--- src/rtl/gyro_rate_conditioner.sv ---
`default_nettype none
// ============================================================================
//  Module   : gyro_rate_conditioner
//  Purpose  : Per-axis gyro sample conditioner. Learns the zero-rate bias by
//             averaging 2**LOG2_CAL at-rest samples. It then subtracts the
//             bias from each sample, applies a symmetric deadband, and emits
//             a signed rate word with a one-cycle valid strobe.
//  Ports    : clk               - system clock
//             reset             - synchronous reset, active-high
//             sample_in         - raw unsigned ADC sample
//             sample_valid      - 1-cycle strobe, sample_in is new
//             no_external_force - 1 = board at rest (calibration enabled)
//             recal             - 1-cycle request to restart calibration
//             rate_out          - signed, bias-corrected, deadbanded rate
//             rate_valid        - 1-cycle strobe, rate_out updated
//             bias_out          - bias currently applied
//             calibrated        - a calibration has completed since reset/recal
//  Revision : 1.0 - initial release
// ============================================================================
module gyro_rate_conditioner #(
  parameter int DATA_WIDTH = 12,
  parameter int OUT_WIDTH  = 16,
  parameter int LOG2_CAL   = 8,
  parameter int DEADBAND   = 4,
  parameter int BIAS_INIT  = 2048
) (
  input  logic                  clk,
  input  logic                  reset,
  input  logic [DATA_WIDTH-1:0] sample_in,
  input  logic                  sample_valid,
  input  logic                  no_external_force,
  input  logic                  recal,
  output logic [OUT_WIDTH-1:0]  rate_out,
  output logic                  rate_valid,
  output logic [DATA_WIDTH-1:0] bias_out,
  output logic                  calibrated
);

  localparam int ACC_W = DATA_WIDTH + LOG2_CAL;
  localparam int CNT_W = LOG2_CAL + 1;

  localparam logic [0:0]       c_st_cal    = 1'b0;
  localparam logic [0:0]       c_st_run    = 1'b1;
  localparam logic [CNT_W-1:0] c_cal_count = CNT_W'(1) << LOG2_CAL;

  logic [0:0]            state_q, state_d;
  logic [ACC_W-1:0]      acc_q, acc_d;
  logic [CNT_W-1:0]      cnt_q, cnt_d;
  logic [DATA_WIDTH-1:0] bias_q, bias_d;
  logic                  cal_q, cal_d;
  logic [OUT_WIDTH-1:0]  rate_q, rate_d;
  logic                  valid_q, valid_d;

  logic [ACC_W-1:0]            w_acc_sum;
  logic [CNT_W-1:0]            w_cnt_sum;
  logic signed [OUT_WIDTH-1:0] w_diff;
  logic [OUT_WIDTH-1:0]        w_mag;

  always_comb begin
    state_d = state_q;
    acc_d   = acc_q;
    cnt_d   = cnt_q;
    bias_d  = bias_q;
    cal_d   = cal_q;
    rate_d  = rate_q;
    valid_d = 1'b0;

    w_acc_sum = acc_q + ACC_W'(sample_in);
    w_cnt_sum = cnt_q + CNT_W'(1);

    // Both operands are unsigned, so widening with zeros is the sign extension.
    w_diff = $signed(OUT_WIDTH'(sample_in)) - $signed(OUT_WIDTH'(bias_q));
    w_mag  = w_diff[OUT_WIDTH-1] ? OUT_WIDTH'(-w_diff) : OUT_WIDTH'(w_diff);

    if (recal) begin
      // Restart calibration; the previous bias stays applied until the new one lands.
      state_d = c_st_cal;
      acc_d   = '0;
      cnt_d   = '0;
      cal_d   = 1'b0;
    end else if (state_q == c_st_cal) begin
      if (!no_external_force) begin
        // Any motion invalidates the partial average.
        acc_d = '0;
        cnt_d = '0;
      end else if (sample_valid) begin
        if (w_cnt_sum == c_cal_count) begin
          bias_d  = DATA_WIDTH'(w_acc_sum >> LOG2_CAL);
          cal_d   = 1'b1;
          acc_d   = '0;
          cnt_d   = '0;
          state_d = c_st_run;
        end else begin
          acc_d = w_acc_sum;
          cnt_d = w_cnt_sum;
        end
      end
    end else begin
      if (sample_valid) begin
        valid_d = 1'b1;
        rate_d  = (w_mag <= OUT_WIDTH'(DEADBAND)) ? '0 : OUT_WIDTH'(w_diff);
      end
    end
  end

  always_ff @(posedge clk) begin
    if (reset) begin
      state_q <= c_st_cal;
      acc_q   <= '0;
      cnt_q   <= '0;
      bias_q  <= DATA_WIDTH'(BIAS_INIT);
      cal_q   <= 1'b0;
      rate_q  <= '0;
      valid_q <= 1'b0;
    end else begin
      state_q <= state_d;
      acc_q   <= acc_d;
      cnt_q   <= cnt_d;
      bias_q  <= bias_d;
      cal_q   <= cal_d;
      rate_q  <= rate_d;
      valid_q <= valid_d;
    end
  end

  assign rate_out   = rate_q;
  assign rate_valid = valid_q;
  assign bias_out   = bias_q;
  assign calibrated = cal_q;

endmodule
`default_nettype wire

--- config.mk ---
export PLATFORM = sky130hd
export DESIGN_NAME = gyro_rate_conditioner
export DESIGN_NICKNAME = d
export VERILOG_FILES = /design/src/rtl/gyro_rate_conditioner.sv
export SDC_FILE = /design/constraint.sdc
export NUM_CORES = 1
export LEC_CHECK = 0
export BUFFER_PORTS_ARGS = -buffer_cell sky130_fd_sc_hd__buf_2
export CAP_MARGIN = 30
export CORE_MARGIN = 2
export CORE_UTILIZATION = 40
export CTS_CLUSTER_SIZE = 28
export DETAILED_ROUTE_END_ITERATION = 12
export MAX_ROUTING_LAYER = met4
export PLACE_DENSITY_LB_ADDON = 0.25
export SLEW_MARGIN = 10
export SYNTH_ARGS = -nofsm -noshare
export SYNTH_HDL_FRONTEND = slang
export SYNTH_SLANG_ARGS = --single-unit
--- constraint.sdc ---
create_clock -name clk -period 7.05 [get_ports clk]
set_input_delay 0.705 -clock clk [delete_from_list [all_inputs] [get_ports clk]]
set_output_delay 0.705 -clock clk [all_outputs]
set_load 0.005 [all_outputs]
==> qor.csv, run 1 <==
metric,value,unit
max_freq,0.250,GHz
n_antenna_cell,0,
fin_crit_sh,56.7,%
min_path_type,reg2reg,
wl_per_cell,14.2,µm
peakVddDrop,0.111,mV
cp-start-kind,primary input,
grt_pass1_wl,15400,µm
start_util,41.3,%
stdcell_area,4360,µm²
slew_viol_final,0,
drt-total-wl,9210,µm
final_nets,559,
clock_skew,0.00998,ns
placementRows,35,
path_clk_slew,0.07,ns
detailed_place.area,4110,µm²
first_pass_iters,4,
drive_above_1_share,16.0,%
clkLatencyLatePin,0.34,ns
hold_viol_final,0,
p_per_area,194,nW/µm²
grt.total_usage,19.5,%
worstPathArrival,4.23,ns
numCtsBuffers,9,
dpl_worst_slack,2.67,ns
grt_pass1_vias,3216,
timing.slew.headroom,44.2,%
grt_overflow,0,
path_max_fanout,13,
area_growth,14.2,%
dp_hpwl,7000,µm
worstSetupPathType,in2reg,
dp.cells,632,
die_height,102,µm
synth_ff_type,dfxtp_1,
avgSynthCellArea,8.03,µm²
drtAntennaViolNets,0,
cp.required,7.28,ns
rrSetupSlack,3.20,ns
async_flop_share,0,%
dieArea,10300,µm²
synth-seq-cells,57,
die_x,102,µm
cts_tree,done,
cts.path.max_buffers,2,
postCtsSetupBuffers,0,
antenna_found_initial,0,
coreArea,9240,µm²
port_buffers,46,
grt_start_max_net_pins,32,
ys_seq_area_share,29.9,%
cts_resized,0,
critPathCaptureType,flip-flop,
cts_hold_buf,0,
leakagePower,0.00183,µW
status,"finished, final reports clean",
syn_area,3820,µm²
syn_nets,521,
final_cell_mix,"76 x nor2_1, 57 x dfxtp_1, 46 x buf_2",
drv_cap,0,
layoutNonFillerInstCount,648,
viasPerCell,5.44,
synth_edf_count,0,
drc,0,
gp_congestion,0.917,
synthCells,476,
period_needed,4.00,ns
cts_root_buf,clkbuf_8,
fin_ws,3.05,ns
yosys_warnings,0,
layout.cells.most_common,nor2_1,
tns,0,ns
yosysUniqueCellTypes,61,
worstMarginPinSlew,0.837,ns
vias,3527,
total_power,847,µW
rsz0062_at_grt,no,
pin_count,47,
setup_violations,0,
htreeDepth,3,
drtIter0Drc,203,
cts_sinks,57,
report_power, final:
part / internal (µW) / leakage [µW] / switching, µW / total [µW]
clock network: 255 / 0.000127 / 139 / 394
registers: 324 / 0.000460 / 1.66 / 326
logic: 50.6 / 0.00124 / 76.8 / 127
total: 630 / 0.00183 / 217 / 847
critical path, cell delays in order:
cell and delay (ns):
buf_2 0.09, inv_1 0.04, ha_1 0.20, fa_1 0.42, nand2b_1 0.20, a211oi_2 0.24
nor2_1 0.10, a21oi_1 0.16, xor2_1 0.38, mux2_2 0.38, or4_1 0.41, or4b_4 0.62
a32o_1 0.28
through the flow:
step,hold slack [ns],util (%)
after floorplan,0.436,-
after global placement,0.443,44.4
after detailed placement,0.451,44.5
after CTS,0.466,47.2
after global routing,0.486,47.2
final,0.462,47.2
kinds of logic after synthesis:
group	count (synthesis)	share of synthesized area (%)
AO/OA/AOI/OAI	130	23.8
XOR/XNOR	29	7.01
adder cells (fa/ha/maj)	28	9.56
flip-flops	57	29.9
multiplexers	4	1.08
buffers and inverters	46	5.63
AND/OR/NAND/NOR	182	23.0
area by class of cell:
cell class,instances,area [µm²]
clock buffer,12,155
inverter,24,90.1
multi-input combinational,373,2460
sequential,57,1140
timing repair buffer,49,253
clock inverter,4,98.8
tap,129,161
fill,921,4880
cell usage after synthesis (13+ instances only):
| master | n | area share, % |
|---|---|---|
| nor2_1 | 76 | 7.5 |
| dfxtp_1 | 57 | 30 |
| a21oi_1 | 38 | 5.0 |
| ha_1 | 26 | 8.5 |
| nand2_1 | 26 | 2.6 |
| inv_1 | 23 | 2.3 |
| nand3_1 | 17 | 2.2 |
| o21ai_0 | 15 | 2.0 |
| clkbuf_1 | 14 | 1.4 |
| xnor2_1 | 14 | 3.2 |
| xor2_1 | 14 | 3.2 |
| a22oi_1 | 13 | 2.6 |
path summary, 6_finish.rpt:
check	depth (start not counted)	to	start
worst min register to register	1	rate_out[9]	rate_out[9]
worst max-delay path	13	rate_out[1]	sample_in[0]
worst min-delay path	1	rate_out[9]	rate_out[9]
worst max register to register	11	rate_out[1]	bias_out[0]
sequential cells by signal, indices dropped and copies added (netlist names):
register / flops
rate_valid: 1
cnt_q: 9
rate_out: 13
bias_out: 12
acc_q: 20
state_q: 1
calibrated: 1
metal layers:
layer | global-route usage [%] | wire (µm) | vias to the layer above
met4 | 7.28 | 114 | 0
met5 | - | 0 | -
met3 | 2.90 | 361 | 10
met2 | 31.3 | 4310 | 70
li1 | - | - | 1808
met1 | 24.9 | 4420 | 1639
No activity file was read; power rests on OpenSTA's default activity.
==> run 2: changes to the inputs <==
Clock period 7.05 ns to 3.61 ns, I/O delays scaled along.
==> qor.csv, run 2 (same netlist as run 1, synthesis figures left out) <==
metric,value,unit,change
htreeDepth,3,,unchanged
detailed_place.area,4380,µm²,+6.6%
path_clk_slew,0.07,ns,about the same
dieArea,10300,µm²,unchanged
cts_root_buf,clkbuf_8,,
critPathCaptureType,flip-flop,,
numCtsBuffers,9,,unchanged
p_per_area,336,nW/µm²,+73%
drive_above_1_share,23.2,%,+7.2 points
grt_start_max_net_pins,32,,unchanged
largest_reg_flops,20,,unchanged
setup_violations,8,,+8
worstSetupPathType,reg2reg,,
p_comb_share,19.5,%,+4.5 points
grt_pass1_vias,3338,,+3.8%
leakagePower,0.00198,µW,+8.4%
final_cell_mix,"75 x nor2_1, 55 x dfxtp_1, 46 x buf_2",,
antenna_found_initial,0,,unchanged
clkLatencyLatePin,0.34,ns,about the same
cts.path.max_buffers,2,,unchanged
grt_pass1_wl,15700,µm,+1.8%
stdcell_area,4670,µm²,+7.0%
start_util,41.3,%,unchanged
viasPerCell,5.39,,-0.91%
largest-register,acc_q,,
clock_skew,0.0120,ns,+0.00206 ns
drc,0,,unchanged
clkPwrFrac,40.0,%,-6.5 points
hold_viol_final,0,,unchanged
pin_count,47,,unchanged
switching_share,28.5,%,+2.8 points
rsz0062_at_grt,yes,,
path_max_fanout,7,,-6
vias,3673,,+4.1%
peakVddDrop,0.177,mV,+59%
fillers,861,,-6.5%
n_antenna_cell,0,,unchanged
fin_crit_sh,100,%,
drtAntennaViolNets,0,,unchanged
cts_sinks,57,,unchanged
drtIter0Drc,149,,-27%
coreArea,9240,µm²,unchanged
status,finished with violations,,
gp_congestion,0.933,,+1.8%
dp_hpwl,7530,µm,+7.5%
final_util,50.5,%,+3.3 points
total_power,1570,µW,+85%
layout.cells.most_common,nor2_1,,
min_path_type,in2reg,,
grt_overflow,0,,unchanged
die_x,102,µm,unchanged
postCtsSetupBuffers,0,,unchanged
grt.total_usage,19.9,%,+0.38 points
drv_cap,0,,unchanged
violations,setup timing,,
fin_hold_ws,0.357,ns,-0.105 ns
die_height,102,µm,unchanged
cp-start-kind,flip-flop,,
max_freq,0.276,GHz,
slew_viol_final,0,,unchanged
final_nets,592,,+5.9%
timing.slew.headroom,49.0,%,+4.8 points
tns,-0.0981,ns,-0.0981 ns
cts_hold_buf,0,,unchanged
port_buffers,46,,unchanged
worstMarginPinSlew,0.765,ns,-0.0715 ns
wl_per_cell,14.8,µm,+4.4%
worstPathArrival,3.86,ns,-0.37 ns
p_seq_share,40.5,%,+2.0 points
cp.required,3.84,ns,-3.44 ns
area_growth,22.2,%,
placementRows,35,,unchanged
cellInternalPower,1120,µW,+78%
period_needed,3.63,ns,
first_pass_iters,4,,unchanged
drt-total-wl,10100,µm,+9.7%
power_switching,447,µW,+110%
fin_ws,-0.0156,ns,-3.07 ns
cts_tree,done,,
==> run 2: cell types whose count changed in the layout (fill, tap and decap cells not counted), moves of 2 or more <==
| cell | before | now |
|---|---|---|
| dfxtp_2 | 0 | 2 |
| bufinv_16 | 3 | 1 |
| dfxtp_1 | 57 | 55 |
| a311oi_1 | 6 | 4 |
| buf_4 | 3 | 34 |
==> run 2: path summary, 6_finish.rpt <==
| path | cells after the start | start | to | slack, ns |
|---|---|---|---|---|
| min | 3 | sample_valid | state_q | 0.36 |
| max | 11 | bias_out[0] | rate_out[0] | -0.02 |
| max reg2reg | 11 | bias_out[0] | rate_out[0] | -0.02 |
| min reg2reg | 1 | rate_out[9] | rate_out[9] | 0.46 |
==> run 2: layout make-up <==
cell class                 instances  area [µm²]  area share, %
clock buffer                      12         155           3.32
multi-input combinational        374        2560           54.9
sequential                        57        1140           24.5
tap                              129         161           3.46
inverter                          24        90.1           1.93
clock inverter                     4        51.3           1.10
timing repair buffer              81         505           10.8
==> run 2: metal layers <==
layer  share of wire [%]  wire length, µm  track usage (%)
met3                 3.3              329             4.21
met4                 1.5              149             4.99
met1                  46             4600             24.4
met5                   0                0                -
met2                  50             5030             33.4
==> run 2: worst max-delay path, cell delays in order, from the launching register on <==
cell      delay (ns)
dfxtp_2         0.34
ha_4            0.16
fa_2            0.40
nand2b_4        0.17
a211oi_4        0.27
nor2_4          0.07
a21oi_2         0.19
xor2_2          0.19
mux2_4          0.32
or4_4           0.56
or4b_4          0.61
a32o_1          0.24
==> run 2: what timing repair did <==
item / in CTS / in global routing
endpoints found under the setup margin: 9 / 13
pin swaps: 1 / 23
resized for setup: 0 / 15
gates cloned: 0 / 1
==> run 2: through the flow <==
step / setup slack, ns / cells
global placement: -0.0787 / 663
finish: -0.0156 / 681
global route: -0.117 / 681
CTS: 0.0251 / 680
floorplan: 0.0289 / 476
detailed placement: -0.183 / 664
==> run 2: power groups by stage <==
stage               Sequential (µW)  Clock [µW]  Combinational [µW]
floorplan                       650           0                 193
finish                          637         628                 306
global route                    637         666                 337
CTS                             637         641                 288
global placement                651           0                 281
detailed placement              651           0                 286
